## src/rtl/kbd_event_ctrl_pkg.sv

```systemverilog
`default_nettype none
// +----------------------------------------------------------------------+
// | Module      : kbd_pkg                                                |
// | Description : Shared definitions for the keyboard event controller:  |
// |               scan-code byte constants, sequencer state encoding,    |
// |               the packed queue entry and the modifier update helper. |
// | Revision    : 1.0 - initial release                                  |
// +----------------------------------------------------------------------+
package kbd_pkg;

   // Prefix bytes and modifier scan codes
   localparam logic [7:0] C_BYTE_EXT    = 8'hE0;
   localparam logic [7:0] C_BYTE_BRK    = 8'hF0;
   localparam logic [7:0] C_KEY_LSHIFT  = 8'h12;
   localparam logic [7:0] C_KEY_RSHIFT  = 8'h59;
   localparam logic [7:0] C_KEY_CTRL    = 8'h14;

   // Sequencer states (explicit 2-bit encoding)
   typedef enum logic [1:0] {
      ST_IDLE    = 2'd0,
      ST_EXT     = 2'd1,
      ST_BRK     = 2'd2,
      ST_EXT_BRK = 2'd3
   } kbd_state_t;

   // One queued key event, 20 bits
   typedef struct packed {
      logic [7:0] code;
      logic       ext;
      logic       rel;
      logic [7:0] ascii;
      logic       shift;
      logic       ctrl;
   } kbd_event_t;

   // Modifier bit positions: [0] lshift, [1] rshift, [2] lctrl, [3] rctrl.
   // Returns the held-modifier vector after applying one key event.
   function automatic logic [3:0] mod_update(input logic [3:0] mods,
                                             input logic [7:0] code,
                                             input logic       ext,
                                             input logic       rel);
      logic [3:0] m;
      m = mods;
      if (!ext && code == C_KEY_LSHIFT) m[0] = !rel;
      if (!ext && code == C_KEY_RSHIFT) m[1] = !rel;
      if (!ext && code == C_KEY_CTRL)   m[2] = !rel;
      if ( ext && code == C_KEY_CTRL)   m[3] = !rel;
      return m;
   endfunction

endpackage
`default_nettype wire

```

## src/rtl/kbd_event_ctrl_if.sv

```systemverilog
`default_nettype none
// +----------------------------------------------------------------------+
// | Module      : kbd_event_ctrl_if                                      |
// | Description : Scan-code input strobe and event-queue output bundle.  |
// |               master : the controller (consumes bytes, drives queue) |
// |               slave  : the byte source / event consumer side         |
// |   sc_data/sc_valid  scan byte + one-cycle strobe                     |
// |   ev_valid/ev_ready queue head handshake                             |
// |   ev_code/ev_ext/ev_release/ev_ascii/ev_shift/ev_ctrl  head fields   |
// |   ev_count          queued entries                                   |
// | Revision    : 1.0 - initial release                                  |
// +----------------------------------------------------------------------+
interface kbd_event_ctrl_if #(
   parameter int FIFO_DEPTH = 8
);
   localparam int CW = $clog2(FIFO_DEPTH) + 1;

   logic [7:0]    sc_data;
   logic          sc_valid;
   logic          ev_valid;
   logic          ev_ready;
   logic [7:0]    ev_code;
   logic          ev_ext;
   logic          ev_release;
   logic [7:0]    ev_ascii;
   logic          ev_shift;
   logic          ev_ctrl;
   logic [CW-1:0] ev_count;

   modport master (
      input  sc_data, sc_valid, ev_ready,
      output ev_valid, ev_code, ev_ext, ev_release, ev_ascii,
             ev_shift, ev_ctrl, ev_count
   );

   modport slave (
      output sc_data, sc_valid, ev_ready,
      input  ev_valid, ev_code, ev_ext, ev_release, ev_ascii,
             ev_shift, ev_ctrl, ev_count
   );
endinterface
`default_nettype wire

```

## src/rtl/kbd_event_ctrl_ascii_lut.sv

```systemverilog
`default_nettype none
// +----------------------------------------------------------------------+
// | Module      : kbd_ascii_lut                                          |
// | Description : Combinational scan-code (set 2) to ASCII map for       |
// |               non-extended presses.                                  |
// |   code  in  8  scan code                                             |
// |   shift in  1  shift held (uppercases letters only)                  |
// |   ascii out 8  ASCII, 0x00 when unmapped                             |
// | Revision    : 1.0 - initial release                                  |
// +----------------------------------------------------------------------+
module kbd_ascii_lut (
   input  logic [7:0] code,
   input  logic       shift,
   output logic [7:0] ascii
);

   logic [7:0] w_base;
   logic       w_is_letter;

   always_comb begin
      w_base      = 8'h00;
      w_is_letter = 1'b0;
      case (code)
         // digits: unaffected by shift
         8'h16: w_base = 8'h31;
         8'h1E: w_base = 8'h32;
         8'h26: w_base = 8'h33;
         8'h25: w_base = 8'h34;
         8'h2E: w_base = 8'h35;
         8'h36: w_base = 8'h36;
         8'h3D: w_base = 8'h37;
         8'h3E: w_base = 8'h38;
         8'h46: w_base = 8'h39;
         8'h45: w_base = 8'h30;
         // letters: lowercase base
         8'h1C: begin w_base = 8'h61; w_is_letter = 1'b1; end
         8'h32: begin w_base = 8'h62; w_is_letter = 1'b1; end
         8'h21: begin w_base = 8'h63; w_is_letter = 1'b1; end
         8'h23: begin w_base = 8'h64; w_is_letter = 1'b1; end
         8'h24: begin w_base = 8'h65; w_is_letter = 1'b1; end
         8'h2B: begin w_base = 8'h66; w_is_letter = 1'b1; end
         8'h34: begin w_base = 8'h67; w_is_letter = 1'b1; end
         8'h33: begin w_base = 8'h68; w_is_letter = 1'b1; end
         8'h43: begin w_base = 8'h69; w_is_letter = 1'b1; end
         8'h3B: begin w_base = 8'h6A; w_is_letter = 1'b1; end
         8'h42: begin w_base = 8'h6B; w_is_letter = 1'b1; end
         8'h4B: begin w_base = 8'h6C; w_is_letter = 1'b1; end
         8'h3A: begin w_base = 8'h6D; w_is_letter = 1'b1; end
         8'h31: begin w_base = 8'h6E; w_is_letter = 1'b1; end
         8'h44: begin w_base = 8'h6F; w_is_letter = 1'b1; end
         8'h4D: begin w_base = 8'h70; w_is_letter = 1'b1; end
         8'h15: begin w_base = 8'h71; w_is_letter = 1'b1; end
         8'h2D: begin w_base = 8'h72; w_is_letter = 1'b1; end
         8'h1B: begin w_base = 8'h73; w_is_letter = 1'b1; end
         8'h2C: begin w_base = 8'h74; w_is_letter = 1'b1; end
         8'h3C: begin w_base = 8'h75; w_is_letter = 1'b1; end
         8'h2A: begin w_base = 8'h76; w_is_letter = 1'b1; end
         8'h1D: begin w_base = 8'h77; w_is_letter = 1'b1; end
         8'h22: begin w_base = 8'h78; w_is_letter = 1'b1; end
         8'h35: begin w_base = 8'h79; w_is_letter = 1'b1; end
         8'h1A: begin w_base = 8'h7A; w_is_letter = 1'b1; end
         // whitespace / control
         8'h29: w_base = 8'h20;
         8'h5A: w_base = 8'h0D;
         default: w_base = 8'h00;
      endcase
   end

   assign ascii = (w_is_letter && shift) ? (w_base - 8'h20) : w_base;

endmodule
`default_nettype wire

```

## src/rtl/kbd_event_ctrl.sv

```systemverilog
`default_nettype none
// +----------------------------------------------------------------------+
// | Module      : kbd_event_ctrl                                         |
// | Description : PS/2 scan-code sequencer and event queue. Collapses    |
// |               make/break/extended byte sequences into single events, |
// |               tracks shift/ctrl, translates presses to ASCII and     |
// |               buffers events in a FIFO drained by valid/ready.       |
// |   clk           in   clock                                           |
// |   rst           in   synchronous reset, active low                   |
// |   bus           if   kbd_event_ctrl_if.master (bytes in, events out) |
// |   overflow      out  sticky: an event was dropped on a full queue    |
// |   clr_overflow  in   clears overflow (a same-cycle drop wins)        |
// |   press_count   out  accepted press events, wraps at 8 bits          |
// | Option      : KBD_TYPEMATIC_FILTER_EN - suppress auto-repeat presses |
// |               of the key currently held.                             |
// | Revision    : 1.0 - initial release                                  |
// +----------------------------------------------------------------------+
module kbd_event_ctrl
   import kbd_pkg::*;
#(
   parameter int FIFO_DEPTH     = 8,
   parameter int TIMEOUT_CYCLES = 65535
)(
   input  logic                  clk,
   input  logic                  rst,
   kbd_event_ctrl_if.master      bus,
   output logic                  overflow,
   input  logic                  clr_overflow,
   output logic [7:0]            press_count
);

   localparam int AW = $clog2(FIFO_DEPTH);
   localparam int CW = AW + 1;
   localparam int TW = $clog2(TIMEOUT_CYCLES + 1);

   // ---------------- sequencer ----------------
   kbd_state_t   r_state;
   logic [TW-1:0] r_timeout;

   logic         w_emit;
   logic         w_ext;
   logic         w_rel;

   // Decode the byte completing a sequence in the current state
   always_comb begin
      w_emit = 1'b0;
      w_ext  = 1'b0;
      w_rel  = 1'b0;
      if (bus.sc_valid) begin
         case (r_state)
            ST_IDLE: begin
               if (bus.sc_data != C_BYTE_EXT && bus.sc_data != C_BYTE_BRK)
                  w_emit = 1'b1;
            end
            ST_EXT: begin
               if (bus.sc_data != C_BYTE_EXT && bus.sc_data != C_BYTE_BRK) begin
                  w_emit = 1'b1;
                  w_ext  = 1'b1;
               end
            end
            ST_BRK: begin
               w_emit = 1'b1;
               w_rel  = 1'b1;
            end
            ST_EXT_BRK: begin
               w_emit = 1'b1;
               w_ext  = 1'b1;
               w_rel  = 1'b1;
            end
            default: w_emit = 1'b0;
         endcase
      end
   end

   always_ff @(posedge clk) begin
      if (!rst) begin
         r_state   <= ST_IDLE;
         r_timeout <= '0;
      end else if (bus.sc_valid) begin
         r_timeout <= '0;
         case (r_state)
            ST_IDLE: begin
               if (bus.sc_data == C_BYTE_EXT)      r_state <= ST_EXT;
               else if (bus.sc_data == C_BYTE_BRK) r_state <= ST_BRK;
               else                                r_state <= ST_IDLE;
            end
            ST_EXT: begin
               if (bus.sc_data == C_BYTE_BRK)      r_state <= ST_EXT_BRK;
               else if (bus.sc_data == C_BYTE_EXT) r_state <= ST_EXT;
               else                                r_state <= ST_IDLE;
            end
            default: r_state <= ST_IDLE;
         endcase
      end else if (r_state != ST_IDLE) begin
         // Abandon a dangling prefix once the idle gap reaches the limit
         if (r_timeout == TW'(TIMEOUT_CYCLES - 1)) begin
            r_state   <= ST_IDLE;
            r_timeout <= '0;
         end else begin
            r_timeout <= r_timeout + 1'b1;
         end
      end
   end

   // ---------------- modifiers and translation ----------------
   logic [3:0]   r_mods;
   logic [3:0]   w_mods_nxt;
   logic         w_shift;
   logic         w_ctrl;
   logic [7:0]   w_lut_ascii;
   logic [7:0]   w_ascii;

   // Reported modifier state includes the effect of the event itself
   assign w_mods_nxt = mod_update(r_mods, bus.sc_data, w_ext, w_rel);
   assign w_shift    = w_mods_nxt[0] | w_mods_nxt[1];
   assign w_ctrl     = w_mods_nxt[2] | w_mods_nxt[3];

   kbd_ascii_lut u_ascii_lut (
      .code  (bus.sc_data),
      .shift (w_shift),
      .ascii (w_lut_ascii)
   );

   assign w_ascii = (w_ext || w_rel) ? 8'h00 : w_lut_ascii;

   // ---------------- typematic filter ----------------
   logic         w_repeat;

`ifdef KBD_TYPEMATIC_FILTER_EN
   logic [7:0]   r_last_code;
   logic         r_last_ext;
   logic         r_last_vld;

   assign w_repeat = w_emit && !w_rel && r_last_vld &&
                     (r_last_code == bus.sc_data) && (r_last_ext == w_ext);

   always_ff @(posedge clk) begin
      if (!rst) begin
         r_last_code <= '0;
         r_last_ext  <= 1'b0;
         r_last_vld  <= 1'b0;
      end else if (w_emit) begin
         if (w_rel) begin
            r_last_vld <= 1'b0;
         end else begin
            r_last_code <= bus.sc_data;
            r_last_ext  <= w_ext;
            r_last_vld  <= 1'b1;
         end
      end
   end
`else
   assign w_repeat = 1'b0;
`endif

   // ---------------- event queue ----------------
   kbd_event_t   r_mem [FIFO_DEPTH];
   logic [AW-1:0] r_wr_ptr;
   logic [AW-1:0] r_rd_ptr;
   logic [CW-1:0] r_count;
   logic         r_overflow;
   logic [7:0]   r_press_count;

   kbd_event_t   w_entry;
   kbd_event_t   w_head;
   logic         w_push_req;
   logic         w_full;
   logic         w_pop;
   logic         w_push_ok;
   logic         w_drop;

   assign w_entry    = '{code: bus.sc_data, ext: w_ext, rel: w_rel,
                         ascii: w_ascii, shift: w_shift, ctrl: w_ctrl};
   assign w_push_req = w_emit && !w_repeat;
   assign w_full     = (r_count == CW'(FIFO_DEPTH));
   assign w_pop      = (r_count != '0) && bus.ev_ready;
   // A pop in the same cycle frees the slot the push needs
   assign w_push_ok  = w_push_req && (!w_full || w_pop);
   assign w_drop     = w_push_req && w_full && !w_pop;

   always_ff @(posedge clk) begin
      if (w_push_ok)
         r_mem[r_wr_ptr] <= w_entry;
   end

   always_ff @(posedge clk) begin
      if (!rst) begin
         r_mods        <= '0;
         r_wr_ptr      <= '0;
         r_rd_ptr      <= '0;
         r_count       <= '0;
         r_overflow    <= 1'b0;
         r_press_count <= '0;
      end else begin
         if (w_emit)
            r_mods <= w_mods_nxt;

         if (w_push_ok)
            r_wr_ptr <= r_wr_ptr + 1'b1;
         if (w_pop)
            r_rd_ptr <= r_rd_ptr + 1'b1;

         case ({w_push_ok, w_pop})
            2'b10:   r_count <= r_count + 1'b1;
            2'b01:   r_count <= r_count - 1'b1;
            default: r_count <= r_count;
         endcase

         if (w_drop)
            r_overflow <= 1'b1;
         else if (clr_overflow)
            r_overflow <= 1'b0;

         if (w_push_ok && !w_rel)
            r_press_count <= r_press_count + 1'b1;
      end
   end

   // Head fields read as zero while the queue is empty
   assign w_head = (r_count != '0) ? r_mem[r_rd_ptr] : '0;

   assign bus.ev_valid   = (r_count != '0);
   assign bus.ev_code    = w_head.code;
   assign bus.ev_ext     = w_head.ext;
   assign bus.ev_release = w_head.rel;
   assign bus.ev_ascii   = w_head.ascii;
   assign bus.ev_shift   = w_head.shift;
   assign bus.ev_ctrl    = w_head.ctrl;
   assign bus.ev_count   = r_count;

   assign overflow    = r_overflow;
   assign press_count = r_press_count;

endmodule
`default_nettype wire

```

## src/flat_wrapper.sv

```systemverilog
// flat-port wrapper written by rule: the top's interface ports become plain ports
module kbd_event_ctrl_flat import kbd_pkg::*;
#(
   parameter int FIFO_DEPTH     = 8,
   parameter int TIMEOUT_CYCLES = 65535
)
  (clk, rst, overflow, clr_overflow, press_count, bus_sc_data, bus_sc_valid, bus_ev_ready, bus_ev_valid, bus_ev_code, bus_ev_ext, bus_ev_release, bus_ev_ascii, bus_ev_shift, bus_ev_ctrl, bus_ev_count);
  kbd_event_ctrl_if #(.FIFO_DEPTH(FIFO_DEPTH)) bus_i ();
  input  logic clk;
  input  logic rst;
  output logic overflow;
  input  logic clr_overflow;
  output logic [7:0] press_count;
  input wire logic [$bits(bus_i.sc_data)-1:0] bus_sc_data;
  input wire logic [$bits(bus_i.sc_valid)-1:0] bus_sc_valid;
  input wire logic [$bits(bus_i.ev_ready)-1:0] bus_ev_ready;
  output wire logic [$bits(bus_i.ev_valid)-1:0] bus_ev_valid;
  output wire logic [$bits(bus_i.ev_code)-1:0] bus_ev_code;
  output wire logic [$bits(bus_i.ev_ext)-1:0] bus_ev_ext;
  output wire logic [$bits(bus_i.ev_release)-1:0] bus_ev_release;
  output wire logic [$bits(bus_i.ev_ascii)-1:0] bus_ev_ascii;
  output wire logic [$bits(bus_i.ev_shift)-1:0] bus_ev_shift;
  output wire logic [$bits(bus_i.ev_ctrl)-1:0] bus_ev_ctrl;
  output wire logic [$bits(bus_i.ev_count)-1:0] bus_ev_count;
  assign bus_i.sc_data = bus_sc_data;
  assign bus_i.sc_valid = bus_sc_valid;
  assign bus_i.ev_ready = bus_ev_ready;
  assign bus_ev_valid = bus_i.ev_valid;
  assign bus_ev_code = bus_i.ev_code;
  assign bus_ev_ext = bus_i.ev_ext;
  assign bus_ev_release = bus_i.ev_release;
  assign bus_ev_ascii = bus_i.ev_ascii;
  assign bus_ev_shift = bus_i.ev_shift;
  assign bus_ev_ctrl = bus_i.ev_ctrl;
  assign bus_ev_count = bus_i.ev_count;
  kbd_event_ctrl #(.FIFO_DEPTH(FIFO_DEPTH), .TIMEOUT_CYCLES(TIMEOUT_CYCLES)) u_core (.clk(clk), .rst(rst), .bus(bus_i), .overflow(overflow), .clr_overflow(clr_overflow), .press_count(press_count));
endmodule
```

## config.mk

```make
export PLATFORM = sky130hd
export DESIGN_NAME = kbd_event_ctrl_flat
export DESIGN_NICKNAME = d
export VERILOG_FILES = /design/src/rtl/kbd_event_ctrl_pkg.sv /design/src/rtl/kbd_event_ctrl_if.sv /design/src/rtl/kbd_event_ctrl_ascii_lut.sv /design/src/rtl/kbd_event_ctrl.sv /design/src/flat_wrapper.sv
export SDC_FILE = /design/constraint.sdc
export NUM_CORES = 1
export LEC_CHECK = 0
export CAP_MARGIN = 20
export CORE_AREA = 2 2 146 148
export DETAILED_ROUTE_END_ITERATION = 16
export DIE_AREA = 0 0 148 150
export PLACE_DENSITY = 0.66
export RECOVER_POWER = 25
export SYNTH_ARGS = -nofsm -noshare
export SYNTH_HDL_FRONTEND = slang
export SYNTH_HIERARCHICAL = 1
export SYNTH_SLANG_ARGS = --single-unit
```

## constraint.sdc

```tcl
create_clock -name clk -period 9.97 [get_ports clk]
set_clock_uncertainty 0.05 [all_clocks]
set_input_delay 1.4955 -clock clk [delete_from_list [all_inputs] [get_ports clk]]
set_output_delay 1.4955 -clock clk [all_outputs]
set_load 0.05 [all_outputs]
```

==> flow_metrics.py <==
metrics = {
    "sta": {
        "maxSlewHeadroom": -0.07777,
        "tightest_slew_ns": 1.617,
        "final.setup.tns_ns": 0,
        "setup_viol": 0,
        "rsz0062_at_grt": "no",
        "period_share": 0.5175,
        "drv_slew": 111,
        "setup_ws_ns": 4.811,
        "fmax_mhz": 193.8,
        "finalCriticalPeriod_ns": 5.159,
        "hold_viol": 0,
    },
    "worst_hold_path": {
        "hold_class": "reg -> reg",
        "min-delay-start": "u_core/press_count[5]",
        "min_path_cells": 2,
        "whs_endpoint": "u_core/press_count[5]",
    },
    "detailed_routing": {
        "drc": 0,
        "dr.pass1.iters": 5,
        "wl_per_cell_microns": 19.35,
        "wl_mm": 19.35,
        "vias": 5641,
        "dr.first_iter.drc_count": 555,
        "via_per_inst": 5.641,
        "ant_nets": 0,
    },
    "clock_tree": {
        "cts_buffers": 22,
        "htreeDepth": 1,
        "clock_path_buffers": 3,
        "cts_resized": 0,
        "cts_tree": "done",
        "worstSkewPairLatency_ns": 0.50,
        "clkTransAtPathRegs_ns": 0.06,
        "ctsHoldBuffers": 0,
        "postCtsSetupRepairBufs": 0,
        "cts-root-buf": "clkbuf_16",
        "clock-sinks": 204,
    },
    "placed_design": {
        "port_buffers": 46,
        "globalplace.congestion": 0.7969,
        "hpwl_mm": 11.92,
        "place_inst": 960,
        "post-place-ws_ns": 4.722,
    },
    "worst_setup_path": {
        "critPathTopFamily": "buffers and inverters",
        "arrival_ns": 5.42,
        "crit_required_ns": 10.23,
        "r2r-start": "u_core/bus.ev_count[3]",
        "worstSetupPathType": "in -> reg",
        "path_buf_inv": 3,
        "crit_fanout": 35,
        "crit_path_cell_trace": "dlygate4sd3_1, clkbuf_1, inv_1, nor4b_1, o311ai_1, o211ai_1, nor3b_1, ha_1, a21oi_1, and2_1",
        "slowest_delay_ns": 1.12,
        "r2r_slack_ns": 7.12,
        "rr_worst_depth": 12,
        "end_kind": "flop",
        "startpoint_type": "primary input",
        "slowest_stage": "clkbuf_1",
        "reg2reg_to": "u_core/bus.ev_count[3]",
    },
    "synthesis": {
        "syn_area_per_cell_sq_um": 13.89,
        "ys.warnings.count": 6,
        "synth_area_leaders": "edfxtp_1 (52%), mux4_2 (9.8%), dfxtp_1 (9.6%)",
        "synth_cells": 661,
        "synth_flop_cell": "edfxtp_1",
        "synth_edf_count": 160,
        "syn_nets": 683,
        "synth_seq_cells": 204,
        "ys_seq_area_frac": 0.6192,
        "synth.cell_area_sq_um": 9181,
        "yosysTopAreaCell": "edfxtp_1",
        "async_reset_ff_frac": 0,
        "synth.distinct_cells": 71,
        "synth_top_area_frac": 0.5233,
    },
    "cells_and_area": {
        "diodes": 0,
        "final_common_cell": "edfxtp_1",
        "drive_above_1_share": 0.1503,
        "fillers": 1754,
        "final_cell_mix": "edfxtp_1 (160), nor2_1 (73), dfxtp_1 (43)",
        "stdcell_count": 1000,
        "area_growth_pct": 16.33,
        "nets": 731,
    },
    "die": {
        "coreArea_sq_um": 20690,
        "rows": 53,
        "chipWidth_microns": 148,
        "io_pins": 47,
        "die_area_sq_um": 22200,
        "start_util": 0.4438,
        "die_y_microns": 150,
    },
    "power_and_ir_drop": {
        "p_per_area_nw_per_um2": 228.9,
        "totalPowerFinal_mw": 2.445,
        "peakVddDrop_v": 0.0001293,
        "p_leak_nw": 3.444,
    },
    "global_routing": {
        "antenna_found_initial": 0,
        "grt_pass1_wl_mm": 31.10,
        "grt_max_degree": 41,
        "grtUsageTotal": 0.1790,
        "grt_pass1_vias": 5778,
        "grt_overflow": 0,
    },
    "job": {
        "drv_cap": 3,
    },
    "outcome": {
        "status": "complete, but fails checks",
        "violations": "max-capacitance violations, max-slew violations",
    },
}
synth_stat cells (all sizes together), types with 3 or more instances:
cell type,number
edfxtp,160
nor2,77
dfxtp,44
mux4,40
mux2i,29
nand2,26
nor3,21
xnor2,21
clkbuf,20
buf,19
nand3,17
a21oi,16
inv,16
nand2b,16
and2,14
nor4,10
xor2,9
ha,8
o21ai,8
o211ai,5
o22ai,5
a211oi,4
a22oi,4
a31oi,4
nand4,4
nand4b,4
nor3b,4
nor4b,4
o31ai,4
or2,4
and3,3
o2111ai,3
o31a,3
o32ai,3
or3,3
or4,3
logic make-up after synthesis:
logic type | synth area share
AND/OR/NAND/NOR | 0.1251
flip-flops | 0.6192
AO/OA/AOI/OAI | 0.05656
multiplexers | 0.1314
buffers and inverters | 0.02603
XOR/XNOR | 0.02862
adder cells (fa/ha/maj) | 0.01308
report_power, final:
part	switching (mW)	internal, mW
combinational	0.426	0.240
sequential	0.0226	0.958
clock	0.314	0.484
total	0.763	1.68
routing by layer:
| metal | global-route usage | routed length, microns | share of wire | up-vias |
|---|---|---|---|---|
| met5 | 0 | 0 | 0 | - |
| met4 | 0.04476 | 378 | 0.020 | 0 |
| met3 | 0.02713 | 962 | 0.050 | 33 |
| met2 | 0.3093 | 9675 | 0.50 | 153 |
| met1 | 0.2391 | 8332 | 0.43 | 2836 |
| li1 | - | - | - | 2619 |
cell type report:
type	count	area, sq um	share of cell area
clock buffers	26	565.5	0.05295
clock inverters	14	153.9	0.01441
inverters	16	60.06	0.005623
multi-input cells	402	3297	0.3087
flip-flops and latches	204	5687	0.5325
well taps	275	344.1	0.03222
repair buffers	63	573.1	0.05366
worst max path at each step:
stage / slack (ns) / startpoint / depth (start not counted) / to
4_1_cts: 5.20 / flop / 5 / bus_ev_shift
3_5_place_dp: 4.72 / bus_sc_data[2] / 9 / u_core/r_mem[4][7]
5_1_grt: 4.42 / bus_sc_data[4] / 9 / u_core/r_mem[6][8]
3_3_place_gp: 4.73 / bus_sc_data[2] / 6 / u_core/r_mem[4][8]
6_report: 4.81 / bus_sc_data[0] / 10 / u_core/r_mem[6][8]
2_1_floorplan: 5.50 / bus_sc_data[0] / 4 / u_core/r_mem[0][0]
state kept, by name (all words and copies together) (netlist names), named ones only:
signal,cells
u_core/bus.ev_count,4
u_core/press_count,8
u_core/overflow,1
u_core/r_wr_ptr,3
u_core/r_timeout,16
u_core/r_state,2
u_core/r_mods,4
u_core/r_mem,160
u_core/r_rd_ptr,3
worst min-delay path, cell delays in order, from the launching register on:
cell     delay, ns
dfxtp_1       0.33
o31ai_1       0.07
a21oi_1       0.05
per-stage QoR:
step	instance area (sq um)	hold WS (ns)	utilization
finish	10680	0.4485	0.5162
global route	10680	0.4945	0.5162
CTS	10700	0.4528	0.5169
detailed placement	9976	0.4448	0.4822
global placement	9968	0.4297	0.4818
floorplan	9181	0.4255	-
No activity file was read; power rests on OpenSTA's default activity.
